## src/rtl/audio_serial_rx.sv

```systemverilog
// ---------------------------------------------------------------------------
// audio_serial_rx
//
// Receives an I2S-style serial audio stream from a codec and presents complete
// left/right sample pairs in the system clock domain. The codec signals are
// asynchronous to clk_i. They are synchronized and then sampled only on
// detected bit-clock rising edges.
//
// Ports
//   clk_i         system clock, all state on its rising edge
//   rst_i         asynchronous active-high reset
//   bclk_i        codec bit clock (asynchronous)
//   lrck_i        codec word select, 0 = left slot, 1 = right slot (async)
//   sdata_i       codec serial data, MSB first (async)
//   out_l_o       last complete left sample
//   out_r_o       last complete right sample
//   new_sample_o  one-clk pulse when out_l_o/out_r_o are updated
//   frame_err_o   one-clk pulse when a slot ends before WIDTH bits arrived
// ---------------------------------------------------------------------------
module audio_serial_rx #(
    parameter int WIDTH = 24
) (
    input  logic             clk_i,
    input  logic             rst_i,
    input  logic             bclk_i,
    input  logic             lrck_i,
    input  logic             sdata_i,
    output logic [WIDTH-1:0] out_l_o,
    output logic [WIDTH-1:0] out_r_o,
    output logic             new_sample_o,
    output logic             frame_err_o
);

    localparam int CW = $clog2(WIDTH + 1);

    typedef enum logic [1:0] {
        SYNC  = 2'd0,
        DELAY = 2'd1,
        SHIFT = 2'd2,
        PAD   = 2'd3
    } state_t;

    // Synchronizer chains: meta -> sync -> dly
    logic bclkMeta_q, bclkSync_q, bclkDly_q;
    logic lrckMeta_q, lrckSync_q, lrckDly_q;
    logic sdataMeta_q, sdataSync_q, sdataDly_q;

    state_t           state_q, state_d;
    logic [WIDTH-1:0] shift_q, shift_d;
    logic [CW-1:0]    bitCnt_q, bitCnt_d;
    logic             slotCh_q, slotCh_d;
    logic             lrckPrev_q, lrckPrev_d;
    logic             lrckPrimed_q, lrckPrimed_d;
    logic [WIDTH-1:0] holdL_q, holdL_d;
    logic [WIDTH-1:0] holdR_q, holdR_d;
    logic             leftValid_q, leftValid_d;
    logic             rightDone_q, rightDone_d;
    logic             frameErr_q, frameErr_d;
    logic [WIDTH-1:0] outL_q, outR_q;
    logic             newSample_q;

    logic             bclkRise;
    logic             slotStart;
    logic [WIDTH-1:0] shiftIn;

    always_ff @(posedge clk_i or posedge rst_i) begin
        if (rst_i) begin
            bclkMeta_q  <= 1'b0;
            bclkSync_q  <= 1'b0;
            bclkDly_q   <= 1'b0;
            lrckMeta_q  <= 1'b0;
            lrckSync_q  <= 1'b0;
            lrckDly_q   <= 1'b0;
            sdataMeta_q <= 1'b0;
            sdataSync_q <= 1'b0;
            sdataDly_q  <= 1'b0;
        end else begin
            bclkMeta_q  <= bclk_i;
            bclkSync_q  <= bclkMeta_q;
            bclkDly_q   <= bclkSync_q;
            lrckMeta_q  <= lrck_i;
            lrckSync_q  <= lrckMeta_q;
            lrckDly_q   <= lrckSync_q;
            sdataMeta_q <= sdata_i;
            sdataSync_q <= sdataMeta_q;
            sdataDly_q  <= sdataSync_q;
        end
    end

    // lrck/sdata are taken from their third stage, i.e. one clk before the
    // bit-clock edge became visible, so they are well inside the codec's
    // stable window around its rising edge.
    assign bclkRise  = bclkSync_q & ~bclkDly_q;
    assign slotStart = bclkRise & lrckPrimed_q & (lrckDly_q != lrckPrev_q);
    assign shiftIn   = {shift_q[WIDTH-2:0], sdataDly_q};

    always_ff @(posedge clk_i or posedge rst_i) begin
        if (rst_i) begin
            state_q      <= SYNC;
            shift_q      <= '0;
            bitCnt_q     <= '0;
            slotCh_q     <= 1'b0;
            lrckPrev_q   <= 1'b0;
            lrckPrimed_q <= 1'b0;
            holdL_q      <= '0;
            holdR_q      <= '0;
            leftValid_q  <= 1'b0;
            rightDone_q  <= 1'b0;
            frameErr_q   <= 1'b0;
        end else begin
            state_q      <= state_d;
            shift_q      <= shift_d;
            bitCnt_q     <= bitCnt_d;
            slotCh_q     <= slotCh_d;
            lrckPrev_q   <= lrckPrev_d;
            lrckPrimed_q <= lrckPrimed_d;
            holdL_q      <= holdL_d;
            holdR_q      <= holdR_d;
            leftValid_q  <= leftValid_d;
            rightDone_q  <= rightDone_d;
            frameErr_q   <= frameErr_d;
        end
    end

    // The first bit-clock rise after reset only records the current lrck
    // level (lrckPrimed), so a slot already in progress at reset release is
    // never mistaken for a slot boundary.
    always_comb begin
        state_d      = state_q;
        shift_d      = shift_q;
        bitCnt_d     = bitCnt_q;
        slotCh_d     = slotCh_q;
        lrckPrev_d   = lrckPrev_q;
        lrckPrimed_d = lrckPrimed_q;
        holdL_d      = holdL_q;
        holdR_d      = holdR_q;
        leftValid_d  = leftValid_q;
        rightDone_d  = 1'b0;
        frameErr_d   = 1'b0;

        if (bclkRise) begin
            lrckPrev_d   = lrckDly_q;
            lrckPrimed_d = 1'b1;

            unique case (state_q)
                SYNC: begin
                    if (slotStart) begin
                        state_d = DELAY;
                    end
                end
                DELAY: begin
                    // A slot that ends on its delay bit carries no data.
                    if (slotStart) begin
                        frameErr_d = 1'b1;
                    end else begin
                        state_d  = SHIFT;
                        bitCnt_d = '0;
                    end
                end
                SHIFT: begin
                    if (slotStart) begin
                        frameErr_d = 1'b1;
                        state_d    = DELAY;
                    end else begin
                        shift_d  = shiftIn;
                        bitCnt_d = bitCnt_q + 1'b1;
                        if (bitCnt_q == CW'(WIDTH - 1)) begin
                            state_d = PAD;
                            if (slotCh_q == 1'b0) begin
                                holdL_d     = shiftIn;
                                leftValid_d = 1'b1;
                            end else begin
                                holdR_d     = shiftIn;
                                rightDone_d = leftValid_q;
                                leftValid_d = 1'b0;
                            end
                        end
                    end
                end
                PAD: begin
                    if (slotStart) begin
                        state_d = DELAY;
                    end
                end
                default: state_d = SYNC;
            endcase

            // A new left slot invalidates any older left word, so a pair is
            // only ever formed from adjacent left and right slots.
            if (slotStart) begin
                slotCh_d = lrckDly_q;
                if (lrckDly_q == 1'b0) begin
                    leftValid_d = 1'b0;
                end
            end
        end
    end

    always_ff @(posedge clk_i or posedge rst_i) begin
        if (rst_i) begin
            outL_q      <= '0;
            outR_q      <= '0;
            newSample_q <= 1'b0;
        end else begin
            newSample_q <= rightDone_q;
            if (rightDone_q) begin
                outL_q <= holdL_q;
                outR_q <= holdR_q;
            end
        end
    end

    assign out_l_o      = outL_q;
    assign out_r_o      = outR_q;
    assign new_sample_o = newSample_q;
    assign frame_err_o  = frameErr_q;

endmodule

```

## config.mk

```make
export PLATFORM = sky130hd
export DESIGN_NAME = audio_serial_rx
export DESIGN_NICKNAME = d
export VERILOG_FILES = /design/src/rtl/audio_serial_rx.sv
export SDC_FILE = /design/constraint.sdc
export NUM_CORES = 1
export LEC_CHECK = 0
export ABC_AREA = 1
export BUFFER_PORTS_ARGS = -buffer_cell sky130_fd_sc_hd__buf_2
export CORE_MARGIN = 1.5
export CORE_UTILIZATION = 30
export DETAILED_ROUTE_END_ITERATION = 10
export PLACE_DENSITY_LB_ADDON = 0.12
export SKIP_CTS_REPAIR_TIMING = 1
export SLEW_MARGIN = 20
export SYNTH_ARGS = -nofsm -noshare
export SYNTH_HDL_FRONTEND = slang
export SYNTH_SLANG_ARGS = --single-unit
```

## constraint.sdc

```tcl
create_clock -name clk_i -period 4.86 [get_ports clk_i]
set_clock_uncertainty 0.05 [all_clocks]
set_input_delay 0.729 -clock clk_i [delete_from_list [all_inputs] [get_ports clk_i]]
set_output_delay 0.729 -clock clk_i [all_outputs]
set_load 0.005 [all_outputs]
```

==> metrics.txt, run 1 <==
die area 0.0191 mm²; drt pass-1 iters 4; Util after Layout 0.368; layout cells sized above 1 0.274; RePlAce Congestion 0.746; Avg Synthesized Cell Area 11.4 µm²; R2R depth 6; GRT Total Usage 0.123; Die Ht 138 µm; CP Launch Type register; dpl cell area 0.00594 mm²; initial cell density of the core 0.305; yosys warns 0; FF-to-FF Start state_q[0]$_DFFE_PP0P_; initial antenna violation count 0; filler cell count 1779; Hold WC Path Type reg2reg; final wirelength 10600 µm; DR vias 3478; CP Depth 6; Die Width 138 µm; post-detailed-route count of antenna-violating nets 0; first-pass GRT wire length 18600 µm; peak supply drop 0.247 mV; crit-path cells inv_1 > ha_1 > nand3_4 > inv_4 > nand2_2 > o21ai_0; Longest Clk Path Bufs 2; Static Leak 3.38 nW; Port Buf Inserts 54; Setup Total Neg Slack 0 ps; Syn Nets 488; routed length per placed instance 13.7 µm; largest net degree at the start of global routing 105; crit path kind reg2reg; Worst Max-Slew Pin Slew 954 ps; Synth-to-Final Area Change 20.6%; pre-CTS setup slack 2050 ps; Max Slew Vio Count 0; H-Tree Depth 4; min Tclk post-route 2820 ps; worst reg-to-reg setup slack 2040 ps; Congestion Overflow GR 0; clock tree sinks 142; Worst-path clk slew 60 ps; First DRT Iteration DRCs 179; CP max stage cell nand2_2; sequential fraction of the synthesis area 0.648; Crit Path Max Fanout 49; Worst Setup SP state_q[0]$_DFFE_PP0P_; Nets 539; distinct cell type count after synthesis 27; CP Capture Point holdR_q[11]$_DFFE_PP0P_; commonest non-fill, non-tap cell in the layout dfrtp_1; Via-to-Cell Ratio 4.50; Synth Instances 480; WP data arrival 3080 ps; CTS Buf Count 17; Finished Cell Area 0.00661 mm²; TritonCTS clock tree done; drt drc 0; DP Wirelength 6680 µm; crit end category register; most frequent cells in the layout dfrtp_1 (141), nand2_1 (115), buf_2 (54); Top Family by Delay on Critical Path simple AND/OR/NAND/NOR gates; slew margin rel. 0.364; Fin. Hold Viols 0; vias in the first global route 3533; ratio of final minimum period to clock period 0.580; RSZ-0062 raised after global routing no; final worst slack 2040 ps; achievable frequency 355 MHz; Yosys reg bits 142; # rows 49; number of primary I/O pins 55; Crit path largest cell delay 590 ps; Power per Cell Area 446 mW/mm²; status finished, final reports clean; worst endpoint required time 5120 ps; worst skew pair latency 420 ps; Crit path buffers/inverters 2; max_cap viols 0; final setup violation count 0; Antenna diodes 0; Core Box Area 0.0180 mm²; Root Buffer clkbuf_16; reg-to-reg endpoint holdR_q[11]$_DFFE_PP0P_; Post-Syn Area 0.00548 mm²
report_power, final:
group / leakage (nW) / internal, mW / switching, mW
Combinational: 1.11 / 0.0592 / 0.152
Clock: 0.327 / 0.987 / 0.481
Sequential: 1.94 / 1.23 / 0.0383
Total: 3.38 / 2.28 / 0.671
layer usage:
layer  GRT usage  vias to the layer above  wire length [µm]
li1            -                     1689                 -
met1       0.164                     1698              5170
met2       0.180                       73              4740
met3      0.0412                       18               470
met4      0.0620                        0               225
met5           0                        -                 0
cell usage after synthesis, drive strengths merged:
| cell type | instances | area share |
|---|---|---|
| o21ai | 49 | 0.049 |
| nand4 | 27 | 0.031 |
| mux2i | 1 | 0.0018 |
| nand2 | 119 | 0.084 |
| mux2 | 48 | 0.099 |
| dfrtp | 142 | 0.65 |
| a21oi | 3 | 0.0027 |
| nand3b | 2 | 0.0027 |
| clkinv | 1 | 0.00068 |
| nor3 | 1 | 0.00091 |
| nand3 | 8 | 0.011 |
| xor2 | 2 | 0.0032 |
| nor2 | 7 | 0.0062 |
| o21bai | 2 | 0.0027 |
| ha | 3 | 0.0069 |
| inv | 42 | 0.029 |
| clkbuf | 8 | 0.0055 |
| buf | 15 | 0.016 |
sequential cells by signal, summed over array words and instances (netlist names), 2 cells and up:
| signal | flops |
|---|---|
| holdR_q | 24 |
| holdL_q | 24 |
| out_r_o | 24 |
| state_q | 2 |
| out_l_o | 24 |
| shift_q | 23 |
| bitCnt_q | 5 |
final cells by class:
cell class / count / area (µm²) / share of cell area
Clock buffer: 21 / 460 / 0.0697
Multi-Input combinational cell: 272 / 1650 / 0.249
Timing Repair Buffer: 55 / 278 / 0.0420
Tap cell: 229 / 287 / 0.0434
Clock inverter: 11 / 211 / 0.0320
Inverter: 43 / 169 / 0.0256
Sequential cell: 142 / 3560 / 0.538
cell families after synthesis:
family	synth area share
mux	0.100
simple gates	0.135
xor+xnor	0.00320
fa+ha+maj	0.00685
compound gates	0.0543
flops	0.648
buf+inv	0.0514
worst min path at each step:
stage | start | end | slack (ps) | cells after the start
floorplan | bclkMeta_q$_DFF_PP0_ | bclkSync_q$_DFF_PP0_ | 280 | 0
global route | sdataMeta_q$_DFF_PP0_ | sdataSync_q$_DFF_PP0_ | 300 | 0
detailed placement | sdataSync_q$_DFF_PP0_ | sdataDly_q$_DFF_PP0_ | 280 | 0
global placement | bclkMeta_q$_DFF_PP0_ | bclkSync_q$_DFF_PP0_ | 280 | 0
finish | sdataSync_q$_DFF_PP0_ | sdataDly_q$_DFF_PP0_ | 300 | 0
CTS | sdataSync_q$_DFF_PP0_ | sdataDly_q$_DFF_PP0_ | 300 | 0
metrics by stage:
step / hold slack (ps) / std cells / power (mW)
6_report: 296 / 773 / 2.95
3_3_place_gp: 284 / 741 / 1.49
5_1_grt: 301 / 773 / 3.08
3_5_place_dp: 285 / 741 / 1.50
2_1_floorplan: 281 / 480 / 1.45
4_1_cts: 297 / 773 / 3.00
No activity file was read; power rests on OpenSTA's default activity.
==> inputs of run 2 (changes only) <==
==> constraint.sdc (replaced) <==
create_clock -name clk_i -period 2.95 [get_ports clk_i]
set_clock_uncertainty 0.05 [all_clocks]
set_input_delay 0.4425 -clock clk_i [delete_from_list [all_inputs] [get_ports clk_i]]
set_output_delay 0.4425 -clock clk_i [all_outputs]
set_load 0.005 [all_outputs]
==> run 2 against run 1 <==
Net effect: sequential power up 65%; first-iteration DRC count rose by 7.8%; wire length increased by 2.9%; sequential cell count did not move; global-route usage is 0.40 points higher; cell count rose by 0.91%; critical path type unchanged; critical endpoint is now holdR_q[20]$_DFFE_PP0P_; largest cell class unchanged.
==> metrics.txt, run 2 (same netlist as run 1, synthesis figures left out) <==
Worst-path clk slew 60 ps (about the same); first-pass GRT wire length 19200 µm (was 18600 µm); Die Ht 138 µm (unchanged); post-detailed-route count of antenna-violating nets 0 (unchanged); Longest Clk Path Bufs 2 (unchanged); Crit Path Max Fanout 37 (was 49); most frequent cells in the layout dfrtp_1 (141), nand2_1 (115), buf_2 (54) (unchanged); CP max stage cell nand2_2 (unchanged); layout cells sized above 1 0.285 (was 0.274); Worst Max-Slew Pin Slew 712 ps (was 954 ps); final worst slack 653 ps (was 2040 ps); crit end category register (unchanged); Antenna diodes 0 (unchanged); Die Width 138 µm (unchanged); routed length per placed instance 14.0 µm (was 13.7 µm); crit path kind reg2reg (unchanged); DR vias 3496 (was 3478); number of primary I/O pins 55 (unchanged); Port Buf Inserts 54 (unchanged); Setup Total Neg Slack 0 ps (unchanged); Crit path largest cell delay 460 ps (was 590 ps); GRT Total Usage 0.127 (was 0.123); die area 0.0191 mm² (unchanged); RePlAce Congestion 0.761 (was 0.746); final setup violation count 0 (unchanged); Fin. Hold Viols 0 (unchanged); drt pass-1 iters 4 (unchanged); Via-to-Cell Ratio 4.48 (was 4.50); Power per Cell Area 702 mW/mm² (was 446 mW/mm²); Max Slew Vio Count 0 (unchanged); # rows 49 (unchanged); Core Box Area 0.0180 mm² (unchanged); pre-CTS setup slack 625 ps (was 2050 ps); peak supply drop 0.440 mV (was 0.247 mV); slew margin rel. 0.525 (was 0.364); drt drc 0 (unchanged); crit-path cells inv_1 > ha_1 > nand3_4 > inv_4 > nand2_2 > buf_4 > nand2_1 > o21ai_2 (was inv_1 > ha_1 > nand3_4 > inv_4 > nand2_2 > o21ai_0); worst endpoint required time 3200 ps (was 5120 ps); Congestion Overflow GR 0 (unchanged); Hold WC Path Type in2async (was reg2reg); First DRT Iteration DRCs 193 (was 179); clock tree sinks 142 (unchanged); max_cap viols 0 (unchanged); min Tclk post-route 2300 ps (was 2820 ps); Synth-to-Final Area Change 21.1% (was 20.6%); ratio of final minimum period to clock period 0.779 (was 0.580); final wirelength 10900 µm (was 10600 µm); achievable frequency 435 MHz (was 355 MHz); initial cell density of the core 0.305 (unchanged); CP Launch Type register (unchanged); RSZ-0062 raised after global routing no (unchanged); largest net degree at the start of global routing 58 (was 105); initial antenna violation count 0 (unchanged); Static Leak 3.39 nW (was 3.38 nW); CTS Buf Count 17 (unchanged); vias in the first global route 3731 (was 3533); Nets 547 (was 539); H-Tree Depth 4 (unchanged); worst skew pair latency 420 ps (about the same); TritonCTS clock tree done (unchanged); Root Buffer clkbuf_16 (unchanged); commonest non-fill, non-tap cell in the layout dfrtp_1 (unchanged); WP data arrival 2550 ps (was 3080 ps); DP Wirelength 7070 µm (was 6680 µm); status finished, final reports clean (unchanged)
[run 2: final timing paths]
kind / slack [ps] / end / depth (start not counted) / startpoint
worst max-delay path: 650 / holdR_q[20]$_DFFE_PP0P_ / 8 / state_q[0]$_DFFE_PP0P_
worst min register to register: 300 / sdataDly_q$_DFF_PP0_ / 0 / sdataSync_q$_DFF_PP0_
worst min-delay path: 50 / out_r_o[4]$_DFFE_PP0P_ / 2 / rst_i
min in group clk_i: 80 / lrckMeta_q$_DFF_PP0_ / 1 / lrck_i
worst max register to register: 650 / holdR_q[20]$_DFFE_PP0P_ / 8 / state_q[0]$_DFFE_PP0P_
max in group asynchronous: 2090 / rightDone_q$_DFF_PP0_ / 3 / rst_i
[run 2: per-stage QoR]
stage	total power, mW	cells	hold WS [ps]	area [µm²]	util
floorplan	2.38	480	281	5480	-
global placement	2.48	749	285	6020	0.335
detailed placement	2.49	749	286	6020	0.335
CTS	4.74	780	58.0	6640	0.369
global route	4.90	780	55.9	6640	0.369
finish	4.66	780	52.4	6640	0.369
[run 2: worst max-delay path, delay by kind of cell (launching register included)]
kind,cells,cell delay [ps]
adders and majority gates,1,330
buffers and inverters,3,700
and+or+nand+nor,3,660
AOI/OAI and AO/OA,1,50
DFF,1,380
[run 2: final cells by class]
cell class | count | area (µm²)
fillers | 1784 | 11300
flip-flops and latches | 142 | 3550
multi-input cells | 272 | 1650
clock buffers | 22 | 484
repair buffers | 63 | 363
well taps | 229 | 287
inverters | 43 | 168
clock inverters | 9 | 134
[run 2: layer usage]
| layer | track usage | share of wire |
|---|---|---|
| met1 | 0.170 | 0.49 |
| met2 | 0.198 | 0.47 |
| met3 | 0.0367 | 0.034 |
| met4 | 0.0465 | 0.012 |
| met5 | 0 | 0 |
[run 2: power by group]
group / switching (mW) / total, mW / internal (mW)
Clock: 0.794 / 2.21 / 1.41
Combinational: 0.252 / 0.361 / 0.109
Sequential: 0.0623 / 2.09 / 2.03
Total: 1.11 / 4.66 / 3.55
==> inputs of run 3 (changes only) <==
==> constraint.sdc (replaced) <==
create_clock -name clk_i -period 1.9 [get_ports clk_i]
set_clock_uncertainty 0.05 [all_clocks]
set_input_delay 0.285 -clock clk_i [delete_from_list [all_inputs] [get_ports clk_i]]
set_output_delay 0.285 -clock clk_i [all_outputs]
set_load 0.005 [all_outputs]
==> run 3 against run 2 <==
Net effect: fmax grew 34%; global-route usage about the same; count of clock-buffer cells in the layout up 2; clock power is 47% higher; wire length is 0.17% lower; combinational power increased by 66%; critical path depth decreased by 1; sequential cell count unchanged; design area rose by 0.74%; sequential share of layout area shrank 0.39 points; critical path type unchanged; largest power group unchanged; highest routed layer unchanged.
==> metrics.txt, run 3 (same netlist as run 1, synthesis figures left out) <==
Highest Signal Layer met4 (unchanged); die area 0.0191 mm² (unchanged); # rows 49 (unchanged); Nets 554 (was 547); layout cells sized above 1 0.285 (about the same); post-detailed-route count of antenna-violating nets 0 (unchanged); status finished, final reports clean (unchanged); Synth-to-Final Area Change 22.0% (was 21.1%); WP data arrival 1940 ps (was 2550 ps); Crit path largest cell delay 380 ps (was 460 ps); clock tree sinks 142 (unchanged); First DRT Iteration DRCs 264 (was 193); CP max stage cell dfrtp_1 (was nand2_2); CP Launch Type register (unchanged); number of primary I/O pins 55 (unchanged); initial cell density of the core 0.305 (unchanged); met2 routed WL 4960 µm (was 5100 µm); DP Wirelength 7110 µm (was 7070 µm); final wirelength 10900 µm (about the same); achievable frequency 583 MHz (was 435 MHz); ratio of final minimum period to clock period 0.902 (was 0.779); max_cap viols 0 (unchanged); worst skew pair latency 420 ps (about the same); drt drc 0 (unchanged); Via-to-Cell Ratio 4.43 (was 4.48); most frequent cells in the layout dfrtp_1 (141), nand2_1 (115), buf_2 (54) (unchanged); met1 WL 5350 µm (was 5300 µm); largest net degree at the start of global routing 90 (was 58); first-pass GRT wire length 19200 µm (about the same); RePlAce Congestion 0.761 (about the same); Max Slew Vio Count 0 (unchanged); Die Ht 138 µm (unchanged); GRT Total Usage 0.127 (about the same); H-Tree Depth 4 (unchanged); initial antenna violation count 0 (unchanged); Die Width 138 µm (unchanged); Power per Cell Area 1060 mW/mm² (was 702 mW/mm²); Crit path buffers/inverters 1 (was 3); crit path kind reg2reg (unchanged); Core Box Area 0.0180 mm² (unchanged); non-filler cells, final 787 (was 780); Finished Cell Area 0.00668 mm² (was 0.00664 mm²); Top Family by Delay on Critical Path simple AND/OR/NAND/NOR gates (was buffers and inverters); Inst Count DP 752 (was 749); slew margin rel. 0.674 (was 0.525); crit-path cells ha_1 > nand4_1 > nor2_2 > nand2_2 > buf_4 > nand2_1 > o21ai_0 (was inv_1 > ha_1 > nand3_4 > inv_4 > nand2_2 > buf_4 > nand2_1 > o21ai_2); CTS Buf Count 17 (unchanged); Antenna diodes 0 (unchanged); Congestion Overflow GR 0 (unchanged); drt pass-1 iters 4 (unchanged); Static Leak 3.43 nW (was 3.39 nW); dpl cell area 0.00606 mm² (was 0.00602 mm²); vias in the first global route 3744 (was 3731); worst endpoint required time 2130 ps (was 3200 ps); peak supply drop 0.620 mV (was 0.440 mV); TritonCTS clock tree done (unchanged); final setup violation count 0 (unchanged); min Tclk post-route 1710 ps (was 2300 ps); routed length per placed instance 13.8 µm (was 14.0 µm); commonest non-fill, non-tap cell in the layout dfrtp_1 (unchanged); Worst Max-Slew Pin Slew 488 ps (was 712 ps); Crit Path Max Fanout 36 (was 37); crit end category register (unchanged); Hold WC Path Type in2async (unchanged); DR vias 3485 (was 3496); Longest Clk Path Bufs 2 (unchanged); Root Buffer clkbuf_16 (unchanged); RSZ-0062 raised after global routing no (unchanged); Port Buf Inserts 54 (unchanged); Worst-path clk slew 60 ps (about the same); Fin. Hold Viols 0 (unchanged); routed wl met3 380 µm (was 376 µm)
[run 3: routing by layer]
layer / GRT usage / vias up
li1: - / 1716
met1: 0.168 / 1699
met2: 0.196 / 58
met3: 0.0357 / 12
met4: 0.0571 / 0
met5: 0 / -
[run 3: worst register-to-register path, stage by stage, from the launching register on]
cell	delay, ps
dfrtp_1	380
ha_1	230
nand4_1	220
nor2_2	190
nand2_2	80
buf_4	250
nand2_1	100
o21ai_0	80
[run 3: cell type report]
| type | count | area [µm²] |
|---|---|---|
| Clock inverter | 7 | 85.1 |
| Fill cell | 1775 | 11300 |
| Inverter | 43 | 168 |
| Tap cell | 229 | 287 |
| Timing Repair Buffer | 70 | 450 |
| Multi-Input combinational cell | 272 | 1650 |
| Sequential cell | 142 | 3550 |
| Clock buffer | 24 | 492 |
[run 3: path summary, 6_finish.rpt]
check / start / end / slack, ps / cells past startpoint
worst max-delay path: bitCnt_q[0]$_DFFE_PP0P_ / holdR_q[9]$_DFFE_PP0P_ / 190 / 7
worst min-delay path: rst_i / sdataSync_q$_DFF_PP0_ / 260 / 3
worst max register to register: bitCnt_q[0]$_DFFE_PP0P_ / holdR_q[9]$_DFFE_PP0P_ / 190 / 7
worst min register to register: lrckSync_q$_DFF_PP0_ / lrckDly_q$_DFF_PP0_ / 300 / 0
max in group asynchronous: rst_i / holdR_q[20]$_DFFE_PP0P_ / 830 / 4
min in group clk_i: lrckSync_q$_DFF_PP0_ / lrckDly_q$_DFF_PP0_ / 300 / 0
[run 3: metrics by stage]
stage	setup WS, ps	hold slack (ps)	utilization	total power [mW]	setup TNS (ps)
floorplan	-212	266	-	3.70	-30110
CTS	115	-296	0.370	7.20	0
finish	185	263	0.372	7.09	0
detailed placement	153	154	0.338	3.89	0
global placement	245	156	0.338	3.87	0
global route	26.9	273	0.372	7.44	0
[run 3: power breakdown]
group / leakage [nW] / internal [mW] / switching, mW
Combinational: 1.20 / 0.190 / 0.410
Clock: 0.290 / 2.05 / 1.20
Sequential: 1.94 / 3.15 / 0.0917
